===== config.mk =====
export PLATFORM = sky130hd
export DESIGN_NAME = cp0_exc_handler
export DESIGN_NICKNAME = d
export VERILOG_FILES = /design/src/rtl/cp0_exc_handler.sv
export SDC_FILE = /design/constraint.sdc
export NUM_CORES = 1
export LEC_CHECK = 0
export ABC_CLOCK_PERIOD_IN_PS = 2900
export CORE_UTILIZATION = 35
export DETAILED_ROUTE_END_ITERATION = 10
export PLACE_DENSITY_LB_ADDON = 0.12
export SLEW_MARGIN = 30
export SYNTH_ARGS = -nofsm -noshare
export SYNTH_HDL_FRONTEND = slang
export SYNTH_SLANG_ARGS = --single-unit
export TNS_END_PERCENT = 5

===== constraint.sdc =====
create_clock -name clk -period 2.9 [get_ports clk]
set_clock_uncertainty 0.15 [all_clocks]
set_input_delay 0.435 -clock clk [delete_from_list [all_inputs] [get_ports clk]]
set_output_delay 0.435 -clock clk [all_outputs]
set_load 0.02 [all_outputs]

===== src/rtl/cp0_exc_handler.sv =====
// CP0 exception endpoint at the M stage: merges exception codes with masked interrupts,
// keeps SR/Cause/EPC and serves mfc0/mtc0/eret. Define CP0_BADVADDR_EN to add BadVAddr (reg 8).
module cp0_exc_handler #(
   parameter logic [31:0] PRID      = 32'h4C4D_0700,
   parameter logic [31:0] EXC_ENTRY = 32'h0000_4180
) (
   input  logic        clk,
   input  logic        reset,
   input  logic [4:0]  ExcCodeIn,
   input  logic [31:0] PCIn,
   input  logic        BDIn,
   input  logic [5:0]  HWInt,
   input  logic        WE,
   input  logic [4:0]  A,
   input  logic [31:0] DIn,
   input  logic        EretIn,
`ifdef CP0_BADVADDR_EN
   input  logic [31:0] AddrIn,
`endif
   output logic        IntReq,
   output logic [31:0] ExcEntry,
   output logic [31:0] EPCOut,
   output logic [31:0] DOut
);

   logic [5:0]  im;
   logic        exl;
   logic        ie;
   logic        bd;
   logic [5:0]  ip;
   logic [4:0]  exc_code;
   logic [29:0] epc_hi;
   logic        int_pend;
   logic        exc_pend;
   logic [4:0]  next_code;
   logic [29:0] epc_src;
   logic        unused_pcin;
`ifdef CP0_BADVADDR_EN
   logic [31:0] badvaddr;
`endif

   assign int_pend  = (|(HWInt & im)) & ie & ~exl;
   assign exc_pend  = (ExcCodeIn != 5'd0) & ~exl;
   // Gated by reset so nothing redirects the pipeline while CP0 is held in reset.
   assign IntReq    = reset & (int_pend | exc_pend);
   assign next_code = int_pend ? 5'd0 : ExcCodeIn;
   // PC-4 only touches bits [31:2], so the word-aligned EPC is a 30-bit decrement.
   assign epc_src   = BDIn ? (PCIn[31:2] - 30'd1) : PCIn[31:2];
   assign unused_pcin = ^PCIn[1:0];

   assign ExcEntry = EXC_ENTRY;
   assign EPCOut   = {epc_hi, 2'b00};

   always_ff @(posedge clk or negedge reset) begin
      if (!reset) begin
         im       <= 6'd0;
         exl      <= 1'b0;
         ie       <= 1'b0;
         bd       <= 1'b0;
         ip       <= 6'd0;
         exc_code <= 5'd0;
         epc_hi   <= 30'd0;
      end else begin
         ip <= HWInt;
         if (IntReq) begin
            exl      <= 1'b1;
            bd       <= BDIn;
            exc_code <= next_code;
            epc_hi   <= epc_src;
         end else begin
            if (EretIn)
               exl <= 1'b0;
            // mtc0 to SR comes after eret so it wins on EXL when both are present.
            if (WE) begin
               case (A)
                  5'd12: begin
                     im  <= DIn[15:10];
                     exl <= DIn[1];
                     ie  <= DIn[0];
                  end
                  5'd14: epc_hi <= DIn[31:2];
                  default: ;
               endcase
            end
         end
      end
   end

`ifdef CP0_BADVADDR_EN
   always_ff @(posedge clk or negedge reset) begin
      if (!reset)
         badvaddr <= 32'd0;
      else if (IntReq && (next_code == 5'd4 || next_code == 5'd5))
         badvaddr <= AddrIn;
   end
`endif

   always_comb begin
      DOut = 32'd0;
      case (A)
`ifdef CP0_BADVADDR_EN
         5'd8:  DOut = badvaddr;
`endif
         5'd12: DOut = {16'd0, im, 8'd0, exl, ie};
         5'd13: DOut = {bd, 15'd0, ip, 3'd0, exc_code, 2'b00};
         5'd14: DOut = {epc_hi, 2'b00};
         5'd15: DOut = PRID;
         default: DOut = 32'd0;
      endcase
   end

endmodule


==> Word-level counts from Yosys, hierarchy flattened <==
Cells that the tools add are included.
W data, S select, Z words.
{ "classes": {"bitwise": 8, "reduce_logical": 6, "n_addsub": 1, "n_eq_ne": 4, "n_mux": 10} }
{ "op_table": {"columns": ["operator", "n"], "rows": [
  ["$pmux W32 S4", 1],
  ["$mux W30", 4],
  ["$sub A30 B1 Y30 const B", 1],
  ["$eq A5 B4 Y1 const B", 4],
  ["$and A6 B6 Y6", 1],
  ["$reduce_or A6 Y1", 1],
  ["$mux W5", 1],
  ["$reduce_bool A5 Y1", 1],
  ["$and A1 B1 Y1", 4],
  ["$mux W1", 4],
  ["$reduce_bool A2 Y1", 2],
  ["$reduce_and A3 Y1", 1],
  ["$not A1 Y1", 2],
  ["$reduce_and A2 Y1", 1],
  ["$or A1 B1 Y1", 1]
]} }
{ "totals": {"word_cells": 36, "out_inout_bits": 97, "inputBits": 85, "ff_bits": 50} }

==> Longest topological paths before layout <==
{ "logic_depth": {"depth_word": 8, "depth_mapped": 8, "ltp_nobuf": 7} }

==> Worst setup path after synthesis <==
No wires, ideal clock.
{ "synth_timing": {"path_kind": "input port to output port", "from": "in A[0]", "to": "out DOut[10]", "path_stages": 4, "path_buffers": 2, "arrival_time_ns": 1.691, "setup_slack_ns": 0.624, "required_time_ns": 2.315, "path_cell_list": "clkbuf_1 > clkbuf_1 > a211oi_1 > nor3_1"} }
{ "synth_via": {"elab_chain_cells": 2, "word_cells_on_any_way": 5, "cone_classes": "eq/ne (4); mux (1)"} }
{ "synth_lines": {"columns": ["element", "line", "text"], "rows": [
  ["from (decl)", "14", "input logic [4:0] A,"],
  ["$eq A5 B4 Y1", "100", "case (A)"],
  ["$pmux W32 S4 (*)", "100", null],
  ["to (decl)", "23", "output logic [31:0] DOut"]
]} }
Mark *: on every way between the ends. The rest lies on a longest branch, timed or not.

==> Worst setup path after layout <==
{ "layout_timing": {"from": "in A[1]", "to": "out DOut[6]"} }
Same word-level chain as after synthesis.

==> impl_metrics.env <==
export IMPL_status="completed"
export IMPL_synth_flop_cell="dfrtp_1"
export IMPL_crit_start="A[1]"
export IMPL_htreeDepth=2
export IMPL_final_cell_mix="clkdlybuf4s50_1 (131), mux2i_1 (54), dfrtp_1 (50)"
export IMPL_cpMostUsedCell="clkdlybuf4s50_1"
export IMPL_vias_per_cell=4.80
export IMPL_avgRoutedWirePerCell_um=15.7
export IMPL_relSlewSlack_pct=55.6
export IMPL_die_h_um=101
export IMPL_grt_start_max_net_pins=51
export IMPL_ios=182
export IMPL_setup_tns_ps=0
export IMPL_max_cap_viol_count=0
export IMPL_synth_seq_cells=50
export IMPL_drtIter0Drc=59
export IMPL_critPathArrivalTime_ps=2220
export IMPL_critical_path_class="primary input to output port"
export IMPL_max_stage_delay_ps=610
export IMPL_irDropWorstVdd_mv=0.201
export IMPL_start_util_pct=36.6
export IMPL_clkSinkCount=50
export IMPL_grt_util_all_layers_pct=20.2
export IMPL_worst_path_max_fanout=7
export IMPL_portBuffers=145
export IMPL_wl_um=10200
export IMPL_clkLatencyLatePin_ps=310
export IMPL_fin_nets=601
export IMPL_grt_pass1_vias=3072
export IMPL_clkTransAtPathRegs_ps=100
export IMPL_drive_above_1_share_pct=9.69
export IMPL_hold_viol=0
export IMPL_cts_hold_buf=0
export IMPL_dp_hpwl_um=7850
export IMPL_fin_crit_ps=2810
export IMPL_worst_path_max_delay_cell="clkdlybuf4s50_1"
export IMPL_fillerInstances=894
export IMPL_setup_viol=0
export IMPL_gp_congestion=0.858
export IMPL_cp_start_kind="primary input"
export IMPL_cts_tree="done"
export IMPL_synth_async_reset_ratio_pct=100
export IMPL_holdWs_ps=95.7
export IMPL_antenna_found_initial=0
export IMPL_synth_seq_area_share_pct=36.5
export IMPL_yosysWarningCount=0
export IMPL_hp_class="primary input to asynchronous set/reset pin"
export IMPL_root_buffer="clkbuf_8"
export IMPL_synth_edff_count=0
export IMPL_fmax_mhz=356
export IMPL_avgSynthCellArea_um2=9.55
export IMPL_num_vias=3093
export IMPL_crit_buf_inv=3
export IMPL_rrSetupSlack_ps=670
export IMPL_syn2layout_area_growth_pct=50.3
export IMPL_layout_commonest_cell="clkdlybuf4s50_1"
export IMPL_p_leak_uw=0.00256
export IMPL_finalCritPeriodShare_pct=96.7
export IMPL_ant_nets=0
export IMPL_cts_made_buffers=5
export IMPL_cts_buffer_depth=2
export IMPL_syn_area_mm2=0.00343
export IMPL_synth_cell_type_count=47
export IMPL_cp_end_kind="output port"
export IMPL_rsz0062_at_grt="yes"
export IMPL_dr_pass1_iters=4
export IMPL_tightest_slew_ps=665
export IMPL_overflow=0
export IMPL_route_detailed_drc=0
export IMPL_cp_cell_sequence="clkdlybuf4s50_1, nor2b_2, buf_4, a22oi_1, nor2_1, clkdlybuf4s50_1"
export IMPL_power_uw=2330
export IMPL_fp_row_count=35
export IMPL_grt_pass1_wl_um=15700
export IMPL_diodes=0
export IMPL_die_area_mm2=0.0102
export IMPL_cp_required_ps=2320
export IMPL_die_w_um=101
export IMPL_syn_inst=359
export IMPL_r2r_start="im[3]"
export IMPL_cp_top_family="buffers and inverters"
export IMPL_p_per_area_mw_per_mm2=452
export IMPL_coreArea_mm2=0.00937
export IMPL_drv_slew=0
-- flip-flops by register name (all words and copies together) (netlist names) --
name,flops
ip,6
im,6
bd,1
epc_hi,30
exl,1
ie,1
exc_code,5
-- worst register-to-register path, cell delays in order, from the launching register on --
cell     delay [ps]
dfrtp_1         400
a22o_1          220
o31ai_1         270
buf_4           170
nand2_1          50
nand2_1          90
inv_2            60
buf_4           140
buf_4           200
o21a_1          170
a22o_1          210
-- report_power, final --
part	leakage, µW	total, µW	internal (µW)	switching (µW)
Clock	0.0000447	442	175	267
Combinational	0.00192	922	473	450
Sequential	0.000600	964	844	120
Total	0.00256	2330	1490	837
-- final timing paths --
path	depth (start not counted)	endpoint
min reg2reg	1	exc_code[3]
min	2	exc_code[0]
max reg2reg	10	exc_code[1]
max	6	DOut[6]
min in group clk	1	exc_code[3]
max in group asynchronous	2	epc_hi[11]
-- synthesized netlist by cell type (2+ instances only) --
| library cell | instances | area share, % |
|---|---|---|
| nor2b_1 | 5 | 0.91 |
| a22o_1 | 7 | 1.8 |
| clkbuf_1 | 9 | 0.99 |
| nand3b_1 | 2 | 0.44 |
| nor2_1 | 48 | 5.3 |
| mux2_2 | 8 | 2.6 |
| and3_1 | 2 | 0.37 |
| buf_1 | 2 | 0.22 |
| xor2_1 | 18 | 4.6 |
| nor3_1 | 6 | 0.88 |
| inv_1 | 2 | 0.22 |
| nor4_1 | 5 | 0.91 |
| nor4b_4 | 2 | 1.4 |
| mux2i_1 | 54 | 16 |
| or4_1 | 3 | 0.66 |
| and2_1 | 11 | 2.0 |
| dfrtp_1 | 50 | 37 |
| buf_4 | 37 | 8.1 |
| xnor2_1 | 8 | 2.0 |
| conb_1 | 2 | 0.22 |
| a22oi_1 | 8 | 1.8 |
| a21oi_1 | 6 | 0.88 |
| o21ai_0 | 9 | 1.3 |
| nand3_1 | 7 | 1.0 |
| nand4_1 | 6 | 1.1 |
| o31ai_1 | 2 | 0.44 |
| nand2_1 | 20 | 2.2 |
-- cells by family (layout without fill, tap and decap cells) --
group                      count (synthesis)  count (layout)  synth area share [%]
buffers and inverters                     52             177                  9.97
adders and majority gates                  1               1                 0.365
DFF                                       50              50                  36.5
other                                      2              34                 0.219
and+or+nand+nor                          127             127                  20.1
AOI/OAI and AO/OA                         39              39                  7.81
xor gates and xnor gates                  26              26                  6.64
muxes                                     62              62                  18.4
-- per-stage QoR --
stage          cell area (µm²)  worst slack [ps]  std cells  util, %
2_1_floorplan             3550               624        391        -
3_3_place_gp              5010             -15.3        637     53.5
3_5_place_dp              5010             -75.5        637     53.5
4_1_cts                   5110              2.48        645     54.5
5_1_grt                   5150             -8.50        645     55.0
6_report                  5150              94.3        645     55.0
-- what timing repair did --
action                                  in CTS  in global routing
endpoints found under the setup margin       9                 26
setup buffers                                0                  0
resized for setup                            1                 17
-- layout make-up --
type                       instances  area, µm²  share of cell area [%]
multi-input combinational        289       1970                    38.2
timing repair buffer             166       1670                    32.3
sequential                        50       1250                    24.3
tap                              129        161                    3.13
clock buffer                       5       68.8                    1.34
clock inverter                     3       25.0                   0.486
inverter                           3       11.3                   0.219
-- layer usage --
layer  track usage, %  part of all wire [%]
met1             25.4                    44
met2             35.4                    48
met3             4.30                   5.8
met4             4.46                   1.4
met5                0                     0
Power figures use the tool's default switching activity.
